### config.mk
export PLATFORM = sky130hd
export DESIGN_NAME = ahb2apb_bridge_flat
export DESIGN_NICKNAME = d
export VERILOG_FILES = /design/src/rtl/ahb2apb_bridge_if.sv /design/src/rtl/ahb2apb_bridge.sv /design/src/flat_wrapper.sv
export SDC_FILE = /design/constraint.sdc
export NUM_CORES = 1
export LEC_CHECK = 0
export BUFFER_PORTS_ARGS = -buffer_cell sky130_fd_sc_hd__buf_2
export CAP_MARGIN = 25
export CORE_AREA = 2 2 117 119
export DETAILED_ROUTE_END_ITERATION = 8
export DIE_AREA = 0 0 119 121
export PLACE_DENSITY_LB_ADDON = 0.08
export SYNTH_ARGS = -nofsm -noshare
export SYNTH_HDL_FRONTEND = slang
export SYNTH_SLANG_ARGS = --single-unit
### constraint.sdc
create_clock -name hclk -period 2.23 [get_ports hclk]
set_input_delay 0.1115 -clock hclk [delete_from_list [all_inputs] [get_ports hclk]]
set_output_delay 0.1115 -clock hclk [all_outputs]
set_load 0.1 [all_outputs]
### src/rtl/ahb2apb_bridge_if.sv
// rtl/ahb2apb_bridge_if.sv - AHB-Lite slave side and APB master side signals of the bridge
interface ahb2apb_bridge_if;
  logic        hwrite;
  logic        hreadyin;
  logic [1:0]  htrans;
  logic [31:0] haddr;
  logic [31:0] hwdata;
  logic [31:0] prdata;
  logic        pwrite;
  logic        penable;
  logic [2:0]  pselx;
  logic [31:0] paddr;
  logic [31:0] pwdata;
  logic        hreadyout;
  logic [1:0]  hresp;
  logic [31:0] hrdata;

  // slave: the bridge's view; master: the AHB master plus APB fabric around it
  modport slave (
    input  hwrite, hreadyin, htrans, haddr, hwdata, prdata,
    output pwrite, penable, pselx, paddr, pwdata, hreadyout, hresp, hrdata
  );

  modport master (
    output hwrite, hreadyin, htrans, haddr, hwdata, prdata,
    input  pwrite, penable, pselx, paddr, pwdata, hreadyout, hresp, hrdata
  );
endinterface

### src/rtl/ahb2apb_bridge.sv
// rtl/ahb2apb_bridge.sv - AHB-Lite slave to APB master bridge replaying transfers as SETUP/ENABLE
module ahb2apb_bridge (
  input  logic            hclk,
  input  logic            hresetn,
  ahb2apb_bridge_if.slave bus,
  output logic [2:0]      ps,
  output logic [2:0]      ns
);

  typedef enum logic [2:0] {
    ST_IDLE     = 3'd0,
    ST_WWAIT    = 3'd1,
    ST_READ     = 3'd2,
    ST_WRITE    = 3'd3,
    ST_WRITEP   = 3'd4,
    ST_RENABLE  = 3'd5,
    ST_WENABLE  = 3'd6,
    ST_WENABLEP = 3'd7
  } state_t;

  state_t      ps_q, ns_d;
  logic [31:0] hadd1_q, hadd1_d, hadd2_q, hadd2_d, hdata1_q, hdata1_d;
  logic        hwrite_reg_q, hwrite_reg_d;
  logic [31:0] paddr_q, paddr_d, pwdata_q, pwdata_d;
  logic        pwrite_q, pwrite_d, penable_q, penable_d;
  logic        hreadyout_q, hreadyout_d;
  logic [2:0]  pselx_q, pselx_d;
  logic [2:0]  tempselx;
  logic        in_map, valid, rd_req, wr_req;

  assign in_map = (bus.haddr >= 32'h8000_0000) && (bus.haddr <= 32'h8BFF_FFFF);
  assign valid  = bus.hreadyin && ((bus.htrans == 2'b10) || (bus.htrans == 2'b11)) && in_map;
  assign rd_req = valid && !bus.hwrite;
  assign wr_req = valid && bus.hwrite;

  // Inside the map the top nibble is fixed, so bits 27:26 pick the 64 MB slave window
  always_comb begin
    tempselx = 3'b000;
    if (in_map) begin
      case (bus.haddr[27:26])
        2'b00:   tempselx = 3'b001;
        2'b01:   tempselx = 3'b010;
        2'b10:   tempselx = 3'b100;
        default: tempselx = 3'b000;
      endcase
    end
  end

  always_comb begin
    hadd1_d      = bus.haddr;
    hadd2_d      = hadd1_q;
    hdata1_d     = bus.hwdata;
    hwrite_reg_d = bus.hwrite;

    ns_d = ps_q;
    case (ps_q)
      ST_IDLE, ST_RENABLE, ST_WENABLE:
        ns_d = rd_req ? ST_READ : (wr_req ? ST_WWAIT : ST_IDLE);
      ST_WWAIT:    ns_d = valid ? ST_WRITEP : ST_WRITE;
      ST_READ:     ns_d = ST_RENABLE;
      ST_WRITEP:   ns_d = ST_WENABLEP;
      ST_WRITE:    ns_d = valid ? ST_WENABLEP : ST_WENABLE;
      ST_WENABLEP: ns_d = !hwrite_reg_q ? ST_READ : (valid ? ST_WRITEP : ST_WRITE);
      default:     ns_d = ST_IDLE;
    endcase
  end

  // Outputs are precomputed for the state being entered, so they line up with ps after the edge
  always_comb begin
    paddr_d     = paddr_q;
    pwdata_d    = pwdata_q;
    pwrite_d    = pwrite_q;
    penable_d   = penable_q;
    hreadyout_d = hreadyout_q;
    pselx_d     = pselx_q;
    case (ps_q)
      ST_IDLE, ST_RENABLE, ST_WENABLE: begin
        penable_d = 1'b0;
        if (rd_req) begin
          paddr_d     = bus.haddr;
          pwrite_d    = 1'b0;
          pselx_d     = tempselx;
          hreadyout_d = 1'b0;
        end else begin
          pselx_d     = 3'b000;
          hreadyout_d = 1'b1;
        end
      end
      ST_WWAIT: begin
        paddr_d     = hadd1_q;
        pwdata_d    = bus.hwdata;
        pwrite_d    = 1'b1;
        pselx_d     = tempselx;
        penable_d   = 1'b0;
        hreadyout_d = 1'b0;
      end
      ST_READ, ST_WRITE, ST_WRITEP: begin
        penable_d   = 1'b1;
        hreadyout_d = 1'b1;
      end
      ST_WENABLEP: begin
        // Pipelined burst: the address two beats back pairs with the data one beat back
        paddr_d     = hadd2_q;
        penable_d   = 1'b0;
        hreadyout_d = 1'b0;
        if (hwrite_reg_q) begin
          pwdata_d = hdata1_q;
          pwrite_d = 1'b1;
        end else begin
          pwrite_d = 1'b0;
        end
      end
      default: begin
        penable_d   = 1'b0;
        hreadyout_d = 1'b1;
      end
    endcase
  end

  always_ff @(posedge hclk or negedge hresetn) begin
    if (!hresetn) begin
      ps_q         <= ST_IDLE;
      hadd1_q      <= '0;
      hadd2_q      <= '0;
      hdata1_q     <= '0;
      hwrite_reg_q <= 1'b0;
      paddr_q      <= '0;
      pwdata_q     <= '0;
      pwrite_q     <= 1'b0;
      penable_q    <= 1'b0;
      hreadyout_q  <= 1'b1;
      pselx_q      <= 3'b000;
    end else begin
      ps_q         <= ns_d;
      hadd1_q      <= hadd1_d;
      hadd2_q      <= hadd2_d;
      hdata1_q     <= hdata1_d;
      hwrite_reg_q <= hwrite_reg_d;
      paddr_q      <= paddr_d;
      pwdata_q     <= pwdata_d;
      pwrite_q     <= pwrite_d;
      penable_q    <= penable_d;
      hreadyout_q  <= hreadyout_d;
      pselx_q      <= pselx_d;
    end
  end

  assign ps            = ps_q;
  assign ns            = ns_d;
  assign bus.paddr     = paddr_q;
  assign bus.pwdata    = pwdata_q;
  assign bus.pwrite    = pwrite_q;
  assign bus.penable   = penable_q;
  assign bus.pselx     = pselx_q;
  assign bus.hreadyout = hreadyout_q;
  assign bus.hresp     = 2'b00;
  assign bus.hrdata    = bus.prdata;

endmodule

### src/flat_wrapper.sv
// flat-port wrapper written by rule: the top's interface ports become plain ports
module ahb2apb_bridge_flat 
  (hclk, hresetn, ps, ns, bus_hwrite, bus_hreadyin, bus_htrans, bus_haddr, bus_hwdata, bus_prdata, bus_pwrite, bus_penable, bus_pselx, bus_paddr, bus_pwdata, bus_hreadyout, bus_hresp, bus_hrdata);
  ahb2apb_bridge_if bus_i ();
  input  logic hclk;
  input  logic hresetn;
  output logic [2:0] ps;
  output logic [2:0] ns;
  input wire logic [$bits(bus_i.hwrite)-1:0] bus_hwrite;
  input wire logic [$bits(bus_i.hreadyin)-1:0] bus_hreadyin;
  input wire logic [$bits(bus_i.htrans)-1:0] bus_htrans;
  input wire logic [$bits(bus_i.haddr)-1:0] bus_haddr;
  input wire logic [$bits(bus_i.hwdata)-1:0] bus_hwdata;
  input wire logic [$bits(bus_i.prdata)-1:0] bus_prdata;
  output wire logic [$bits(bus_i.pwrite)-1:0] bus_pwrite;
  output wire logic [$bits(bus_i.penable)-1:0] bus_penable;
  output wire logic [$bits(bus_i.pselx)-1:0] bus_pselx;
  output wire logic [$bits(bus_i.paddr)-1:0] bus_paddr;
  output wire logic [$bits(bus_i.pwdata)-1:0] bus_pwdata;
  output wire logic [$bits(bus_i.hreadyout)-1:0] bus_hreadyout;
  output wire logic [$bits(bus_i.hresp)-1:0] bus_hresp;
  output wire logic [$bits(bus_i.hrdata)-1:0] bus_hrdata;
  assign bus_i.hwrite = bus_hwrite;
  assign bus_i.hreadyin = bus_hreadyin;
  assign bus_i.htrans = bus_htrans;
  assign bus_i.haddr = bus_haddr;
  assign bus_i.hwdata = bus_hwdata;
  assign bus_i.prdata = bus_prdata;
  assign bus_pwrite = bus_i.pwrite;
  assign bus_penable = bus_i.penable;
  assign bus_pselx = bus_i.pselx;
  assign bus_paddr = bus_i.paddr;
  assign bus_pwdata = bus_i.pwdata;
  assign bus_hreadyout = bus_i.hreadyout;
  assign bus_hresp = bus_i.hresp;
  assign bus_hrdata = bus_i.hrdata;
  ahb2apb_bridge u_core (.hclk(hclk), .hresetn(hresetn), .bus(bus_i), .ps(ps), .ns(ns));
endmodule
# Word level (Yosys, flattened, before mapping)
# Index checks and enable logic that the tools add are counted.
[totals] regBits=170 latchBits=0 mem_bits_rw=0 mem_bits_ro=0 word_cells=64 mem_count=0
[classes] n_addsub=0 multipliers=0 div_mod_pow=0 n_lt_le_gt_ge=2 eq_ne=13 n_shift=0 mux=20 bitwise=0 reduce_logical=18
[ops] cell="one-hot mux 32 bit (3 select lines)" n=1
[ops] cell="two-way mux 32 bit" n=2
[ops] cell="one-hot mux 32 bit (2 select lines)" n=1
[ops] cell="greater-or-equal comparator 32 bit (second input constant)" n=1
[ops] cell="<= comparator 32 bit (second input constant)" n=1
[ops] cell="one-hot mux 3 bit (6 select lines)" n=1
[ops] cell="two-way mux 3 bit" n=5
[ops] cell="equality test 3 bit (second input constant)" n=4
[ops] cell="one-hot mux 3 bit (3 select lines)" n=1
[ops] cell="equality test 2 bit (second input constant)" n=3
[ops] cell="equality test 3 x 2 -> 1 bit (second input constant)" n=2
[ops] cell="one-hot mux 1 bit (3 select lines)" n=2
[ops] cell="one-hot mux 3 bit (2 select lines)" n=1
[ops] cell="OR reduction 3 bit" n=2
[ops] cell="logical AND 1 bit" n=5
[ops] cell="two-way mux 1 bit" n=5
[ops] cell="OR reduction 5 bit" n=1
[ops] cell="!= test 2 x 1 -> 1 bit (second input constant)" n=2
[ops] cell="AND reduction 2 bit" n=2
[ops] cell="nonzero test 2 bit" n=2
[ops] cell="equality test 3 x 1 -> 1 bit (second input constant)" n=1
[ops] cell="logical NOT 3 bit" n=1
[ops] cell="nonzero test 3 bit" n=1
[ops] cell="equality test 2 x 1 -> 1 bit (second input constant)" n=1
[ops] cell="other kinds (5)" n=5

# Longest topological paths before layout
# Gate-level depths: netlist of run 1.
[logic_depth] ltp_word=8 depth_mapped=8 ltp_nobuf=4

# Worst setup path before layout of run 1
# OpenSTA, ideal clock, no wires.
[synth_path] path_kind="register to register" start="register u_core.ps_q[1] (netlist: u_core.ps[1])" end="register u_core.ps_q[1] (netlist: u_core.ps[1])" setup_time_ps=353 arrival_time_ps=3544 setup_slack_ps=-1667 stages_incl_launch_ff=6 n_path_buf=1 period_less_slack_ps=3897 cell_sequence="dfrtp_1 -> buf_6 -> inv_1 -> a41oi_1 -> a21oi_1 -> o21ai_0"
[synth_between] elab_chain_len=3 elab_cells_between_ends=10 cone_classes="eq/ne (7); mux (1); reduce/logical (2)"
[synth_lines] element="start, declared" line_no="ahb2apb_bridge.sv:21" source="state_t ps_q, ns_d;"
[synth_lines] element="start signal, assigned" line_no="ahb2apb_bridge.sv:134" source="ps_q <= ns_d;"
[synth_lines] element="equality test 3 bit or logical NOT 3 bit (tied branches)" line_no="ahb2apb_bridge.sv:56" source="case (ps_q)"
[synth_lines] element="OR reduction 3 bit" line_no="ahb2apb_bridge.sv:56"
[synth_lines] element="one-hot mux 3 bit (6 select lines) (*)" line_no="ahb2apb_bridge.sv:56"
[synth_lines] element="net ns[1]" line_no="flat_wrapper.sv:8" source="output logic [2:0] ns;"
# The timed path passes the listed nets; every way through them passes the cells marked *.
# A chain may end at the register's enable or synchronous reset.

# Worst setup path in the final report of run 1
[layout_path] start="input port bus_haddr[29]" end="output port ns[0]"
[layout_between] elab_chain_len=7 elab_cells_between_ends=12 cone_classes="order compare (2); mux (6); reduce/logical (4)"
[layout_lines] element="start, declared" line_no="flat_wrapper.sv:12" source="input wire logic [$bits(bus_i.haddr)-1:0] bus_haddr;"
[layout_lines] element="greater-or-equal comparator 32 bit or <= comparator 32 bit (tied branches)" line_no="ahb2apb_bridge.sv:31" source="assign in_map = (bus.haddr >= 32'h8000_0000) && (bus.haddr <= 32'h8BFF_FFFF);"
[layout_lines] element="logical AND 1 bit (*)" line_no="ahb2apb_bridge.sv:31"
[layout_lines] element="logical AND 1 bit (*)" line_no="ahb2apb_bridge.sv:32" source="assign valid = bus.hreadyin && ((bus.htrans == 2'b10) || (bus.htrans == 2'b11)) && in_map;"
[layout_lines] element="logical AND 1 bit" line_no="ahb2apb_bridge.sv:34" source="assign wr_req = valid && bus.hwrite;"
[layout_lines] element="two-way mux 1 bit" line_no="ahb2apb_bridge.sv:58" source="ns_d = rd_req ? ST_READ : (wr_req ? ST_WWAIT : ST_IDLE);"
[layout_lines] element="two-way mux 3 bit" line_no="ahb2apb_bridge.sv:58"
[layout_lines] element="one-hot mux 3 bit (6 select lines) (*)" line_no="ahb2apb_bridge.sv:56"
[layout_lines] element="end, declared" line_no="flat_wrapper.sv:8"
# Mark *: on every way between the ends. The rest lies on a longest branch, timed or not.

==> results of run 1 <==
## sequential cells by signal, indices dropped and copies added, names as in the netlist
register              count
u_core.hadd1_q           32
u_core.bus.pwdata        32
u_core.bus.pwrite         1
u_core.hdata1_q          32
u_core.bus.paddr         32
u_core.bus.pselx          3
u_core.hwrite_reg_q       1
u_core.hadd2_q           32
u_core.bus.hreadyout      1
u_core.ps                 3
u_core.bus.penable        1
## cell usage in the layout, fill, tap and decap left out, drive strengths merged, types with 3 or more instances in the layout
cell,instances
dfrtp,169
buf,158
dlygate4sd3,66
nand2,39
o21ai,33
mux2i,32
o22ai,30
a2bb2oi,29
mux2,29
clkbuf,22
clkinv,6
inv,5
and3,5
o41ai,3
a221o,3
nor3,3
or2,3
nor2b,3
a21oi,3
## stage by stage
| stage | cells | hold WS (ns) |
|---|---|---|
| floorplan | 471 | -0.184 |
| global placement | 742 | 0.122 |
| detailed placement | 742 | 0.127 |
| CTS | 839 | 0.0832 |
| global route | 840 | 0.109 |
| finish | 840 | 0.0999 |
## worst paths after layout
kind                       depth (start not counted)                from                  end  slack (ns)
max                                                7       bus_haddr[29]                ns[0]        0.18
min                                                4       bus_haddr[28]  u_core.bus.pselx[2]         0.1
max reg2reg                                        5        u_core.ps[2]  u_core.bus.paddr[6]        0.26
min reg2reg                                        0  u_core.hadd1_q[29]   u_core.hadd2_q[29]        0.37
max in group asynchronous                          3             hresetn    u_core.hadd1_q[6]        1.29
min in group asynchronous                          2             hresetn  u_core.hdata1_q[28]        0.24
## cell families after synthesis
group                  Yosys count
flip-flops                     170
AO/OA/AOI/OAI                  109
buffers and inverters           68
multiplexers                    61
AND/OR/NAND/NOR                 60
XOR/XNOR                         1
other                            1
## metal layers
layer | part of all wire (%) | global-route usage [%] | vias to the layer above | wire [microns]
met4 | 2.1 | 8.85 | 0 | 294
met5 | 0 | 0 | - | 0
met3 | 4.4 | 4.84 | 24 | 608
met2 | 50 | 34.0 | 134 | 6940
met1 | 44 | 25.1 | 2129 | 6070
li1 | - | - | 1998 | -
## layout make-up
type	count	area, sq um	share of cell area, %
clock buffers	22	464	5.48
inverters	5	18.8	0.221
flip-flops and latches	170	4260	50.3
clock inverters	9	97.6	1.15
repair buffers	224	1590	18.7
multi-input cells	234	1820	21.5
well taps	176	220	2.60
## timing repair
action / 4_1_cts / 5_1_grt
endpoints found under the hold margin: 135 / 0
resized for setup: 1 / 2
endpoints found under the setup margin: 1 / 1
hold buffers: 66 / 0
gates cloned: 0 / 1
## tightest hold or removal path: stages
cell	delay (ns)
buf_2	0.11
nor4b_4	0.07
nand2_1	0.11
o41ai_1	0.07
==> summary.md, run 1 <==
| Metric | Value |
|---|---|
| Synth Area in Compound Gates | `11.7%` |
| Post-synth top flop | `dfrtp_1` |
| Worst slack, placed | `0.257 ns` |
| TritonRoute pass-1 iters | `4` |
| Final instance area | `8480 sq um` |
| Maximum clock rate | `0.489 GHz` |
| Final setup viols | `0` |
| CTS buffer count | `17` |
| Grt total ovfl | `0` |
| First-pass GRT wire length | `22,800 microns` |
| DP Area | `7240 sq um` |
| Count leader, synth | `dfrtp_1` |
| Number of global-route vias before repair | `4,543` |
| Final wirelength | `13,900 microns` |
| Core footprint | `13,100 sq um` |
| Max-cap violations | `0` |
| Mux cell area share after synthesis | `10.6%` |
| Min-delay worst type | `in2reg` |
| Slowest stage delay, CP | `0.54 ns` |
| Area share of the leading cell type in the synthesized netlist | `65.4%` |
| PnR worst setup slack | `0.185 ns` |
| Synth area leader | `dfrtp_1` |
| Nets | `754` |
| Min Tclk post-route | `2.05 ns` |
| Largest family of logic cells by synthesized area | `compound AO/OA/AOI/OAI gates` |
| Max-slew violation count | `0` |
| Kind of critical path | `in2out` |
| Slowest-stage cell, CP | `dlygate4sd3_1` |
| Post-Synth Simple-Gate Area | `4.80%` |
| Slew HR | `63.3%` |
| Die H | `121 microns` |
| Clock sinks | `170` |
| Crit-path max FO | `5` |
| Most frequent cells after synthesis | `169 x dfrtp_1, 39 x nand2_1, 35 x buf_4, 33 x o21ai_0, 32 x mux2i_1` |
| Die width | `119 microns` |
| Critical path endpoint category | `output pin` |
| Syn Area/Cell | `13.7 sq um` |
| Clk_lat worst skew | `0.42 ns` |
| Critical Path RT | `2.12 ns` |
| DRT iter0 DRCs | `156` |
| Clock Skews | `0.00585 ns` |
| Critical Path AT | `1.93 ns` |
| Status | `completed` |
| Largest cells by area after synthesis | `dfrtp_1 65%, mux2i_1 5.0%, buf_4 4.1%` |
| Routed vias | `4,285` |
| Slew @ Worst Pin | `0.551 ns` |
| Layout cells sized above 1 | `35.2%` |
| GP Congestion | `0.722` |
| # fillers | `1,029` |
| Clock tree buffer depth | `2` |
| Async set-reset flop share out of synthesis | `100%` |
| Post-synthesis register bit count | `170` |
| Delay-heaviest family, CP | `buffers and inverters` |
| Gate Count Post-Synth | `470` |
| Initial antenna violation count | `0` |
| Register area share after synthesis | `65.8%` |
| Synth cell types | `42` |
| Final hold viol count | `0` |
| Starting Density | `49.4%` |
| Setup bufs post-CTS | `0` |
| Via density per instance | `5.10` |
| YS warnings | `0` |
| DIE AREA | `14,400 sq um` |
| CTS tree | `built` |
| Row Count | `42` |
| Layout area overhead | `31.2%` |
| Post-Synth Adder-Cell Area | `0%` |
| CP Cell Sequence | `dlygate4sd3_1, buf_2, nor4b_4, nand3_2, a21oi_2, o22ai_4, buf_12` |
| Post-synth EDFFs | `0` |
| Clock transition at path regs | `0.06 ns` |
| Cell area after synthesis | `6460 sq um` |
| Util after Layout | `64.8%` |
| Period utilisation layout | `91.7%` |
| Pin count of the biggest net entering global routing | `61` |
| # diodes | `0` |
| Total Routing Usage GR | `20.2%` |
| Total Negative Setup Slacks | `0 ns` |
| # IOs | `212` |
| H-tree depth | `4` |
| RSZ-0062 raised after global routing | `no` |
| Port bufs | `144` |
| XOR/XNOR share of the synthesized area | `0.136%` |
| WL/cell | `16.6 microns` |
| WP buf/inv | `3` |
| Post-route ant nets | `0` |
| CTS Root Cell | `clkbuf_16` |
| DRC violations left | `0` |
| Crit start category | `input pin` |
| Detailed placement HPWL | `8900 microns` |
Power of run 1 is left out: the tool's default activity adds up to more than one toggle a clock period on the data nets, which glitch-free logic cannot reach.
==> run 2: changes to the inputs <==
--- a/config.mk
+++ b/config.mk
@@ -8,6 +8,7 @@
 export BUFFER_PORTS_ARGS = -buffer_cell sky130_fd_sc_hd__buf_2
 export CAP_MARGIN = 25
 export CORE_AREA = 2 2 117 119
+export CTS_BUF_LIST = sky130_fd_sc_hd__clkbuf_16
 export DETAILED_ROUTE_END_ITERATION = 8
 export DIE_AREA = 0 0 119 121
 export PLACE_DENSITY_LB_ADDON = 0.08
==> summary.md, run 2 (same netlist as run 1, synthesis figures left out) <==
| Metric | Value |
|---|---|
| Hold_ws | `0.0964 ns (-0.00347 ns)` |
| Total Routing Usage GR | `20.2% (about the same)` |
| Slowest stage delay, CP | `0.54 ns (about the same)` |
| Final setup viols | `0 (unchanged)` |
| GP Congestion | `0.722 (unchanged)` |
| Grt total ovfl | `0 (unchanged)` |
| CTS tree | `built` |
| Row Count | `42 (unchanged)` |
| Status | `completed` |
| Setup bufs post-CTS | `0 (unchanged)` |
| Min Tclk post-route | `2.05 ns (+0.000579 ns)` |
| CP Launch Point | `bus_haddr[29]` |
| Crit start category | `input pin` |
| Layout area overhead | `30.9%` |
| Initial antenna violation count | `0 (unchanged)` |
| CTS buffer count | `17 (unchanged)` |
| Clock sinks | `170 (unchanged)` |
| # fillers | `1,032 (+0.29%)` |
| H-tree depth | `4 (unchanged)` |
| Routed vias | `4,305 (+0.47%)` |
| Final wirelength | `13,900 microns (about the same)` |
| CP Cell Sequence | `dlygate4sd3_1, buf_2, nor4b_4, nand3_2, a21oi_2, o22ai_4, buf_12` |
| RSZ-0062 raised after global routing | `no` |
| CTS Root Cell | `clkbuf_16` |
| Via density per instance | `5.13 (+0.47%)` |
| Placed insts | `742 (unchanged)` |
| DRC violations left | `0 (unchanged)` |
| Min-delay worst type | `in2reg` |
| # diodes | `0 (unchanged)` |
| Kind of critical path | `in2out` |
| Nets | `754 (unchanged)` |
| Slew HR | `63.6% (+0.33 points)` |
| Slew @ Worst Pin | `0.546 ns (-0.00493 ns)` |
| Max-cap violations | `0 (unchanged)` |
| Pin count of the biggest net entering global routing | `61 (unchanged)` |
| Worst R2R End | `u_core.bus.paddr[6]` |
| Total Negative Setup Slacks | `0 ns (unchanged)` |
| Commonest non-fill, non-tap cell in the layout | `dfrtp_1` |
| Detailed placement HPWL | `8900 microns (unchanged)` |
| WL/cell | `16.6 microns (about the same)` |
| TritonRoute pass-1 iters | `5 (+1)` |
| Clock Skews | `0.00728 ns (+0.00143 ns)` |
| Period utilisation layout | `91.7% (about the same)` |
| Clk_lat worst skew | `0.42 ns (about the same)` |
| Die width | `119 microns (unchanged)` |
| DRT iter0 DRCs | `157 (+0.64%)` |
| Die H | `121 microns (unchanged)` |
| Critical path endpoint category | `output pin` |
| Clock transition at path regs | `0.06 ns (about the same)` |
| Slowest-stage cell, CP | `dlygate4sd3_1` |
| # IOs | `212 (unchanged)` |
| Port bufs | `144 (unchanged)` |
| First-pass GRT wire length | `22,800 microns (about the same)` |
| Crit-path max FO | `5 (unchanged)` |
| Starting Density | `49.4% (unchanged)` |
| Worst r2r src | `u_core.ps[2]` |
| Final hold viol count | `0 (unchanged)` |
| Fin cells | `840 (unchanged)` |
| Core footprint | `13,100 sq um (unchanged)` |
| Critical Path AT | `1.93 ns (about the same)` |
| Maximum clock rate | `0.489 GHz (about the same)` |
| DIE AREA | `14,400 sq um (unchanged)` |
| Number of global-route vias before repair | `4,546 (+0.066%)` |
| Max-slew violation count | `0 (unchanged)` |
| Layout cells sized above 1 | `34.9% (-0.30 points)` |
| Leading cell types in the layout, fill and taps excluded | `166 x dfrtp_1, 140 x buf_2, 66 x dlygate4sd3_1, 39 x nand2_1` |
| Post-route ant nets | `0 (unchanged)` |
| Worst Reg2Reg Path Length in Cells | `5 (unchanged)` |
| End point of the critical path | `ns[0]` |
| Critical Path RT | `2.12 ns (about the same)` |
| Clock tree buffer depth | `2 (unchanged)` |
| Reg-to-reg setup timing slack | `0.26 ns (about the same)` |
[run 2: cell types whose count changed in the layout (fill, tap and decap cells not counted), sizes merged]
cell,before,now
clkbuf,22,17
inv,5,8
clkinv,6,8
[run 2: what timing repair did]
item,CTS,global route
hold endpoints to repair,135,0
hold buffers,66,0
gates cloned,0,1
setup endpoints to repair,1,1
gates resized for setup,1,2
[run 2: metrics by stage]
| step | util (%) | area [sq um] | setup slack (ns) |
|---|---|---|---|
| 2_1_floorplan | - | 6510 | 0.00389 |
| 3_3_place_gp | 55.3 | 7240 | 0.276 |
| 3_5_place_dp | 55.3 | 7240 | 0.257 |
| 4_1_cts | 64.5 | 8440 | 0.0293 |
| 5_1_grt | 64.6 | 8460 | 0.0870 |
| 6_report | 64.6 | 8460 | 0.184 |
[run 2: how the worst min path moves through the flow]
stage	end	slack [ns]	startpoint	depth (start not counted)
2_1_floorplan	u_core.bus.paddr[0]	-0.18	hresetn	0
3_3_place_gp	u_core.hdata1_q[25]	0.12	hresetn	1
3_5_place_dp	u_core.bus.pwdata[25]	0.13	hresetn	1
4_1_cts	u_core.bus.pselx[2]	0.08	bus_haddr[28]	4
5_1_grt	u_core.bus.pselx[0]	0.11	bus_haddr[30]	4
6_report	u_core.bus.pselx[2]	0.1	bus_haddr[28]	4
[run 2: critical path, delay by kind of cell]
family / cells / cell delay, ns
buf+inv: 3 / 0.88
simple gates: 2 / 0.60
compound gates: 2 / 0.35
[run 2: cell type report]
type	instances	area, sq um	area share (%)
Tap cell	176	220	2.60
Multi-Input combinational cell	234	1820	21.6
Sequential cell	170	4260	50.4
Timing Repair Buffer	224	1590	18.8
Inverter	5	18.8	0.222
Clock inverter	14	116	1.38
Clock buffer	17	425	5.03
[run 2: per-layer routing]
layer / vias to the layer above / part of all wire [%] / track usage, %
met3: 29 / 4.7 / 4.84
met2: 142 / 50 / 33.9
met5: - / 0 / 0
met4: 0 / 2.1 / 8.85
li1: 1995 / - / -
met1: 2139 / 43 / 25.1
Power of run 2 is left out for the same reason.
